===== src/rtl/read_stage_rr_arbiter_n.sv =====
// N-way round-robin arbiter for VRF read requests with a 2-entry registered
// output buffer, synchronous flush and synchronous active-low reset.
module read_stage_rr_arbiter_n #(
  parameter int unsigned NUM_IN   = 4,
  parameter int unsigned VS_W     = 5,
  parameter int unsigned OFFSET_W = 2,
  parameter int unsigned GROUP_W  = 4,
  parameter int unsigned SRC_W    = 4,
  parameter int unsigned IDX_W    = 3
) (
  input  logic                        clock,
  input  logic                        reset,
  input  logic                        io_flush,
  input  logic [NUM_IN-1:0]           io_in_valid,
  output logic [NUM_IN-1:0]           io_in_ready,
  input  logic [NUM_IN*VS_W-1:0]      io_in_bits_vs,
  input  logic [NUM_IN*OFFSET_W-1:0]  io_in_bits_offset,
  input  logic [NUM_IN*GROUP_W-1:0]   io_in_bits_groupIndex,
  input  logic [NUM_IN*SRC_W-1:0]     io_in_bits_readSource,
  input  logic [NUM_IN*IDX_W-1:0]     io_in_bits_instructionIndex,
  input  logic                        io_out_ready,
  output logic                        io_out_valid,
  output logic [VS_W-1:0]             io_out_bits_vs,
  output logic [OFFSET_W-1:0]         io_out_bits_offset,
  output logic [GROUP_W-1:0]          io_out_bits_groupIndex,
  output logic [SRC_W-1:0]            io_out_bits_readSource,
  output logic [IDX_W-1:0]            io_out_bits_instructionIndex
);

  localparam int unsigned PTR_W   = $clog2(NUM_IN);
  localparam int unsigned ENTRY_W = VS_W + OFFSET_W + GROUP_W + SRC_W + IDX_W;

  logic [PTR_W-1:0]   last_grant_q;
  logic [PTR_W-1:0]   grant_idx;
  logic [PTR_W-1:0]   scan_idx;
  logic [NUM_IN-1:0]  grant;
  logic               found;
  logic [1:0]         count_q, count_d;
  logic               wr_ptr_q, rd_ptr_q;
  logic [ENTRY_W-1:0] mem_q [2];
  logic [ENTRY_W-1:0] in_entry;
  logic [ENTRY_W-1:0] head;
  logic               can_accept;
  logic               push;
  logic               pop;

  // Round-robin scan starting one past the last accepted requester.
  always_comb begin
    grant     = '0;
    grant_idx = '0;
    scan_idx  = '0;
    found     = 1'b0;
    for (int unsigned k = 1; k <= NUM_IN; k++) begin
      scan_idx = PTR_W'((32'(last_grant_q) + k) % NUM_IN);
      if (!found && io_in_valid[scan_idx]) begin
        found     = 1'b1;
        grant_idx = scan_idx;
      end
    end
    if (found) grant[grant_idx] = 1'b1;
  end

  // Select the granted requester's fields into one buffer entry.
  always_comb begin
    in_entry = '0;
    for (int i = 0; i < int'(NUM_IN); i++) begin
      if (grant[i]) begin
        in_entry = {io_in_bits_vs[i*VS_W +: VS_W],
                    io_in_bits_offset[i*OFFSET_W +: OFFSET_W],
                    io_in_bits_groupIndex[i*GROUP_W +: GROUP_W],
                    io_in_bits_readSource[i*SRC_W +: SRC_W],
                    io_in_bits_instructionIndex[i*IDX_W +: IDX_W]};
      end
    end
  end

  // Ready never looks at io_out_ready: a full buffer blocks even if it pops.
  assign can_accept  = (count_q != 2'd2) && !io_flush && reset;
  assign io_in_ready = grant & {NUM_IN{can_accept}};
  assign push        = |(io_in_valid & io_in_ready);
  assign pop         = io_out_valid && io_out_ready && !io_flush;

  // Occupancy next state.
  always_comb begin
    count_d = count_q;
    if (push && !pop)      count_d = count_q + 2'd1;
    else if (pop && !push) count_d = count_q - 2'd1;
  end

  // Control state: occupancy, FIFO pointers and round-robin pointer.
  always_ff @(posedge clock) begin
    if (!reset) begin
      count_q      <= '0;
      wr_ptr_q     <= 1'b0;
      rd_ptr_q     <= 1'b0;
      last_grant_q <= PTR_W'(NUM_IN - 1);
    end else if (io_flush) begin
      count_q  <= '0;
      wr_ptr_q <= 1'b0;
      rd_ptr_q <= 1'b0;
    end else begin
      count_q <= count_d;
      if (push) begin
        wr_ptr_q     <= ~wr_ptr_q;
        last_grant_q <= grant_idx;
      end
      if (pop) rd_ptr_q <= ~rd_ptr_q;
    end
  end

  // Payload storage; contents are don't-care while the entry is empty.
  always_ff @(posedge clock) begin
    if (push) mem_q[wr_ptr_q] <= in_entry;
  end

  assign head         = mem_q[rd_ptr_q];
  assign io_out_valid = (count_q != 2'd0);

  // Head entry drives the outputs; zeroed while the buffer is empty.
  always_comb begin
    io_out_bits_vs               = '0;
    io_out_bits_offset           = '0;
    io_out_bits_groupIndex       = '0;
    io_out_bits_readSource       = '0;
    io_out_bits_instructionIndex = '0;
    if (io_out_valid) begin
      {io_out_bits_vs, io_out_bits_offset, io_out_bits_groupIndex,
       io_out_bits_readSource, io_out_bits_instructionIndex} = head;
    end
  end

endmodule


===== config.mk =====
export PLATFORM = sky130hd
export DESIGN_NAME = read_stage_rr_arbiter_n
export DESIGN_NICKNAME = d
export VERILOG_FILES = /design/src/rtl/read_stage_rr_arbiter_n.sv
export SDC_FILE = /design/constraint.sdc
export NUM_CORES = 1
export LEC_CHECK = 0
export ABC_AREA = 0
export BUFFER_PORTS_ARGS = -buffer_cell sky130_fd_sc_hd__buf_2
export CORE_ASPECT_RATIO = 0.75
export CORE_MARGIN = 4
export CORE_UTILIZATION = 48
export DETAILED_ROUTE_END_ITERATION = 12
export PLACE_DENSITY = 0.8
export SYNTH_ARGS = -nofsm -noshare
export SYNTH_HDL_FRONTEND = slang
export SYNTH_SLANG_ARGS = --single-unit

===== constraint.sdc =====
create_clock -name clock -period 2.8 [get_ports clock]
set_clock_uncertainty 0.05 [all_clocks]
set_input_delay 0.14 -clock clock [delete_from_list [all_inputs] [get_ports clock]]
set_output_delay 0.14 -clock clock [all_outputs]
set_load 0.1 [all_outputs]

=== After elaboration in Yosys (flattened, before gate mapping) ===
Memories as Yosys holds them, arrays and structs flattened. A register that Yosys moved wholly into a read port is not among the register bits.
Index checks and enable logic that the tools add are counted.

* Add/subtract/negate cells: 6
* Multiply operators: 0
* Div/mod/pow operators: 0
* $lt $le $gt $ge: 6
* Equality and inequality tests: 1
* Shift-type cells: 0
* Mux-type cells: 34
* Bitwise operators: 6
* Reduce and logical (&&, ||, !) cells: 21

{| class="wikitable"
|+ Operators with widths
! cell !! count
|-
| $mux 18 || 4
|-
| $lt 2x3->1 const B || 5
|-
| $mux 2 || 7
|-
| $mux 1 || 13
|-
| $mux 4 || 3
|-
| $logic_and 1x1->1 || 10
|-
| $and 4x4->4 || 2
|-
| $bmux 1 s2 || 4
|-
| $add 2x1->2 const B || 3
|-
| $logic_not 1->1 || 6
|-
| $mux 5 || 1
|-
| $add 2x2->2 const B || 2
|-
| $not 1->1 || 4
|-
| $reduce_bool 2->1 || 2
|-
| $reduce_or 4->1 || 1
|-
| $mux 3 || 1
|-
| $demux 1 s2 || 1
|-
| $ge 2x1->1 const B || 1
|-
| $ne 2x2->1 const B || 1
|-
| $reduce_and 2->1 || 1
|-
| $reduce_or 2->1 || 1
|-
| $sub 2x1->2 const B || 1
|}

* Flip-flop bits (word level): 6
* Latch bits: 0
* Bits in writable memories: 36
* ROM bits: 0
* Word-level logic and storage cells: 79
* Memories kept: 1

{| class="wikitable"
|+ Memories
! memory !! depth !! width !! read ports !! clocked after Yosys merged registers in !! wr ports !! line !! text
|-
| mem_q || 2 || 18 || 1 || 1 || 1 || 40 || <nowiki>logic [ENTRY_W-1:0] mem_q [2];</nowiki>
|}

=== Longest topological paths before layout ===
* Word-level depth: 25
* Depth in mapped cells: 8
* Mapped depth without buffers: 8

=== Worst setup path before layout ===
No wires, ideal clock.

* Path type: register to output
* From: register last_grant_q[0]
* To: output io_in_ready[1]
* Data arrival time: 2.415 ns
* Data required time: 2.610 ns
* Path slack: 0.195 ns
* Stages on the path, launching flop included: 7
* Buffers on the path: 2
* Path through: dfxtp_1 > a2bb2oi_1 > o22ai_1 > and2_1 > buf_6 > buf_8 > nor2b_1

* Word-level cells in the longest chain between the ends: 19
* Elaborated cells on any way between the ends: 33

{| class="wikitable"
|+ RTL lines
! what !! line !! text
|-
| start: declaration || 33 || <nowiki>logic [PTR_W-1:0] last_grant_q;</nowiki>
|-
| start signal: assignment || 96 || <nowiki>last_grant_q <= PTR_W'(NUM_IN - 1);</nowiki>
|-
| start signal: assignment || 105 || <nowiki>last_grant_q <= grant_idx;</nowiki>
|-
| $add 2x1->2 || 54 || <nowiki>scan_idx = PTR_W'((32'(last_grant_q) + k) % NUM_IN);</nowiki>
|-
| $bmux 1 s2 || 55 || <nowiki>if (!found && io_in_valid[scan_idx]) begin</nowiki>
|-
| $mux 1 (implied by the code) || 55 ||
|-
| $mux 1 || 55 ||
|-
| $logic_not 1->1 || 55 ||
|-
| $logic_and 1x1->1 || 55 ||
|-
| $mux 1 || 55 ||
|-
| $logic_not 1->1 || 55 ||
|-
| [... 3 more ...] || n/a ||
|-
| $logic_and 1x1->1 || 55 ||
|-
| $mux 2 || 55 ||
|-
| $lt 2x3->1 (implied by the code) / $ge 2x1->1 (equally long branches) || 60 || <nowiki>if (found) grant[grant_idx] = 1'b1;</nowiki>
|-
| $logic_and 1x1->1 (implied by the code) || 60 ||
|-
| $mux 1 (implied by the code) || 60 ||
|-
| $demux 1 s2 || 60 ||
|-
| $mux 4 (*) || 60 ||
|-
| $and 4x4->4 (*) || 79 || <nowiki>assign io_in_ready = grant & {NUM_IN{can_accept}};</nowiki>
|-
| end: declaration || 15 || <nowiki>output logic [NUM_IN-1:0] io_in_ready,</nowiki>
|}

Mark *: on every way between the ends. The rest lies on a longest branch, timed or not. The select of a mux whose other input is x is not followed.

=== Worst setup path after layout ===
* From: register last_grant_q[1]
* To: output io_in_ready[0]

Same word-level chain as after synthesis.

==> flow_summary_export.csv <==
group,metric,value,unit
logic_synthesis,synth_mux_area_share,7.81,%
placed_design,dp_hpwl,4520,µm
clock_tree,holdBufCountCts,0,
routing,vias_per_cell,5.55,
global_route,grt_pass1_vias,2042,
timing,period_share,86.7,%
floorplanning,die_area,0.00629,mm²
placed_design,portBuffers,102,
routing,antenna_left,0,
setup_path,timing.rr.start,"count_q[0]",
flow_run,cap_viol_max_count,0,
outcome,status,"finished clean",
routing,first_pass_iters,4,
clock_tree,clock_sinks,43,
routing,wl_per_cell,16.4,µm
logic_synthesis,synth-edff-count,36,
clock_tree,clk_path_buf_depth,2,
placed_design,place_ws,0.691,ns
logic_synthesis,synth_commonest_cells,"edfxtp_1 (36), nor2_1 (28), mux2i_1 (19)",
timing,final.min_clock_period,2.43,ns
global_route,antenna_found_initial,0,
logic_synthesis,ys_top_cells_by_area,"edfxtp_1 (44%), mux2i_1 (7.8%), a2bb2oi_1 (6.1%)",
setup_path,cp.arrival,2.24,ns
logic_synthesis,netlist_area,0.00243,mm²
timing,tightest_slew,0.649,ns
logic_synthesis,synthAdderAreaFrac,0.514,%
logic_synthesis,synth-simple-area-share,10.2,%
logic_synthesis,synth-xor-area-share,1.44,%
setup_path,cp_data_required_time,2.61,ns
clock_tree,cts_made_buffers,5,
setup_path,crit_start,"last_grant_q[1]",
pwr,powerDensity,528,mW/mm²
hold_path,hold_class,"primary input to flop",
timing,setup_viol,0,
final_layout,final_area,0.00306,mm²
timing,relSlewSlack,56.7,%
logic_synthesis,avgSynthCellArea,11.9,µm²
global_route,use_met3,5.10,%
logic_synthesis,yosysUniqueCellTypes,43,
global_route,grt_max_degree,28,
clock_tree,post_cts_resize_count,0,
global_route,grt_usage,19.1,%
timing,hold_viol,0,
logic_synthesis,synthFlopType,"edfxtp_1",
routing,routed_wl,6100,µm
floorplanning,initial_core_util,49.7,%
timing,fin_setup_tns,0,ns
global_route,use_met2,33.3,%
final_layout,nNetsFinal,391,
logic_synthesis,ys_warn_count,0,
setup_path,start_kind,"flop",
routing,first_iter_violations,117,
setup_path,criticalPathCategory,"flop to output pin",
placed_design,place_area,0.00297,mm²
floorplanning,floorplan.core_area,0.00490,mm²
logic_synthesis,yosysTopAreaCell,"edfxtp_1",
global_route,met1_usage,23.8,%
logic_synthesis,synth_top_family_by_area,"compound AO/OA/AOI/OAI gates",
logic_synthesis,async_reset_ff_share,0,%
timing,rsz0062_at_grt,"no",
logic_synthesis,postSynthCellCount,205,
setup_path,cpPeakStageDelay,0.56,ns
hold_path,worstHoldStart,"reset",
floorplanning,die_y,69.7,µm
clock_tree,cts_tree,"built",
floorplanning,rows,22,
clock_tree,cts_root_buf,"clkbuf_8",
setup_path,crit_fanout,10,
logic_synthesis,synth.most_common_cell,"edfxtp_1",
logic_synthesis,syn-num-nets,286,
final_layout,area_growth,25.6,%
logic_synthesis,synth_top_area_share,44.4,%
logic_synthesis,ys_seq_elements,43,
final_layout,fillerInstances,408,
pwr,p_leak,1.26,nW
timing,clock.fmax,0.412,GHz
logic_synthesis,synth_seq_area_share,50.2,%
clock_tree,cts_setup_buffers,0,
placed_design,gp_congestion,0.821,
pwr,totalPowerFinal,0.00161,W
setup_path,crit_path_end_kind,"output pin",
timing,fin_ws,0.372,ns
final_layout,num_antenna_cells,0,
floorplanning,die_w,90.2,µm
timing,slew_viol_final,0,
setup_path,crit_slowest_cell,"dfxtp_1",
pwr,peakVddDrop,246,µV
global_route,top_usage_layer,"met2",
final_layout,drive_above_1_share,42.8,%
global_route,overflow,0,
floorplanning,pin_count,103,
routing,num_vias,2058,
clock_tree,clk_pin_slew_worst_paths,0.08,ns
routing,drc,0,
setup_path,path_cells,"mux2i_1 -> o2bb2ai_2 -> nor3_1 -> nor2b_1 -> buf_2",
logic_synthesis,synth-compound-area-share,23.9,%
global_route,grt_pass1_wl,9650,µm
clock_tree,clkLatencyLatePin,0.29,ns
clock_tree,htreeDepth,2,
## kinds of logic after synthesis
group / after synthesis
AO/OA/AOI/OAI: 71
AND/OR/NAND/NOR: 48
flip-flops: 43
buffers and inverters: 19
multiplexers: 19
XOR/XNOR: 4
adder cells (fa/ha/maj): 1
## power by group
| group | total (W) | switching, W | internal, W |
|---|---|---|---|
| clock network | 0.000368 | 0.000194 | 0.000174 |
| logic | 0.000482 | 0.000322 | 0.000161 |
| registers | 0.000763 | 0.0000153 | 0.000748 |
## final timing paths
check	to	slack, ns	cells after the start
min	last_grant_q[1]	0.02	2
min reg2reg	flop	0.46	2
max	io_in_ready[0]	0.37	5
max reg2reg	count_q[1]	0.73	8
## area by class of cell
type	instances	area (µm²)	area share [%]
flip-flops and latches	43	1220	40.0
multi-input cells	143	1070	35.0
repair buffers	112	586	19.2
well taps	60	75.1	2.46
clock buffers	6	72.6	2.38
inverters	5	18.8	0.614
clock inverters	2	12.5	0.410
## through the flow
step	cells	hold WS, ns	util (%)
6_report	371	0.0240	62.4
3_3_place_gp	363	0.312	60.6
3_5_place_dp	363	0.319	60.6
5_1_grt	371	0.0489	62.4
2_1_floorplan	205	0.169	-
4_1_cts	371	0.0110	62.4
## registers in the layout (all words and copies together), names as in the netlist, named ones only
signal,flops
mem_q,36
count_q,2
last_grant_q,2
rd_ptr_q,1
wr_ptr_q,1
## critical path, delay by kind of cell, from the launching register on
| kind | cells | cell delay, ns |
|---|---|---|
| buffers and inverters | 1 | 0.43 |
| AO/OA/AOI/OAI | 1 | 0.16 |
| multiplexers | 1 | 0.30 |
| AND/OR/NAND/NOR | 2 | 0.49 |
| flip-flops | 1 | 0.56 |
## layout by cell type, fill, tap and decap left out, types with 2 or more instances in the layout
master | Yosys | layout
buf_2 | 4 | 102
edfxtp_1 | 36 | 36
nor2_1 | 28 | 28
mux2i_1 | 19 | 19
a2bb2oi_1 | 17 | 17
o21ai_0 | 16 | 16
a32oi_1 | 16 | 16
buf_4 | 1 | 10
dfxtp_1 | 7 | 7
clkbuf_8 | 0 | 5
inv_1 | 4 | 4
a21oi_1 | 4 | 4
nand2_1 | 4 | 4
nor2b_1 | 4 | 3
and2_1 | 3 | 3
o21ai_1 | 3 | 3
xor2_1 | 3 | 3
nand2b_1 | 2 | 2
a31oi_1 | 2 | 2
a32oi_2 | 2 | 2
a2bb2oi_2 | 2 | 2
## per-layer routing
layer  wire length [µm]  vias up  part of all wire (%)
li1                   -     1006                     -
met1               2530      947                    41
met2               2940      100                    48
met3                593        5                   9.7
met4                 31        0                  0.51
met5                  0        -                     0
Power figures use the tool's default switching activity.
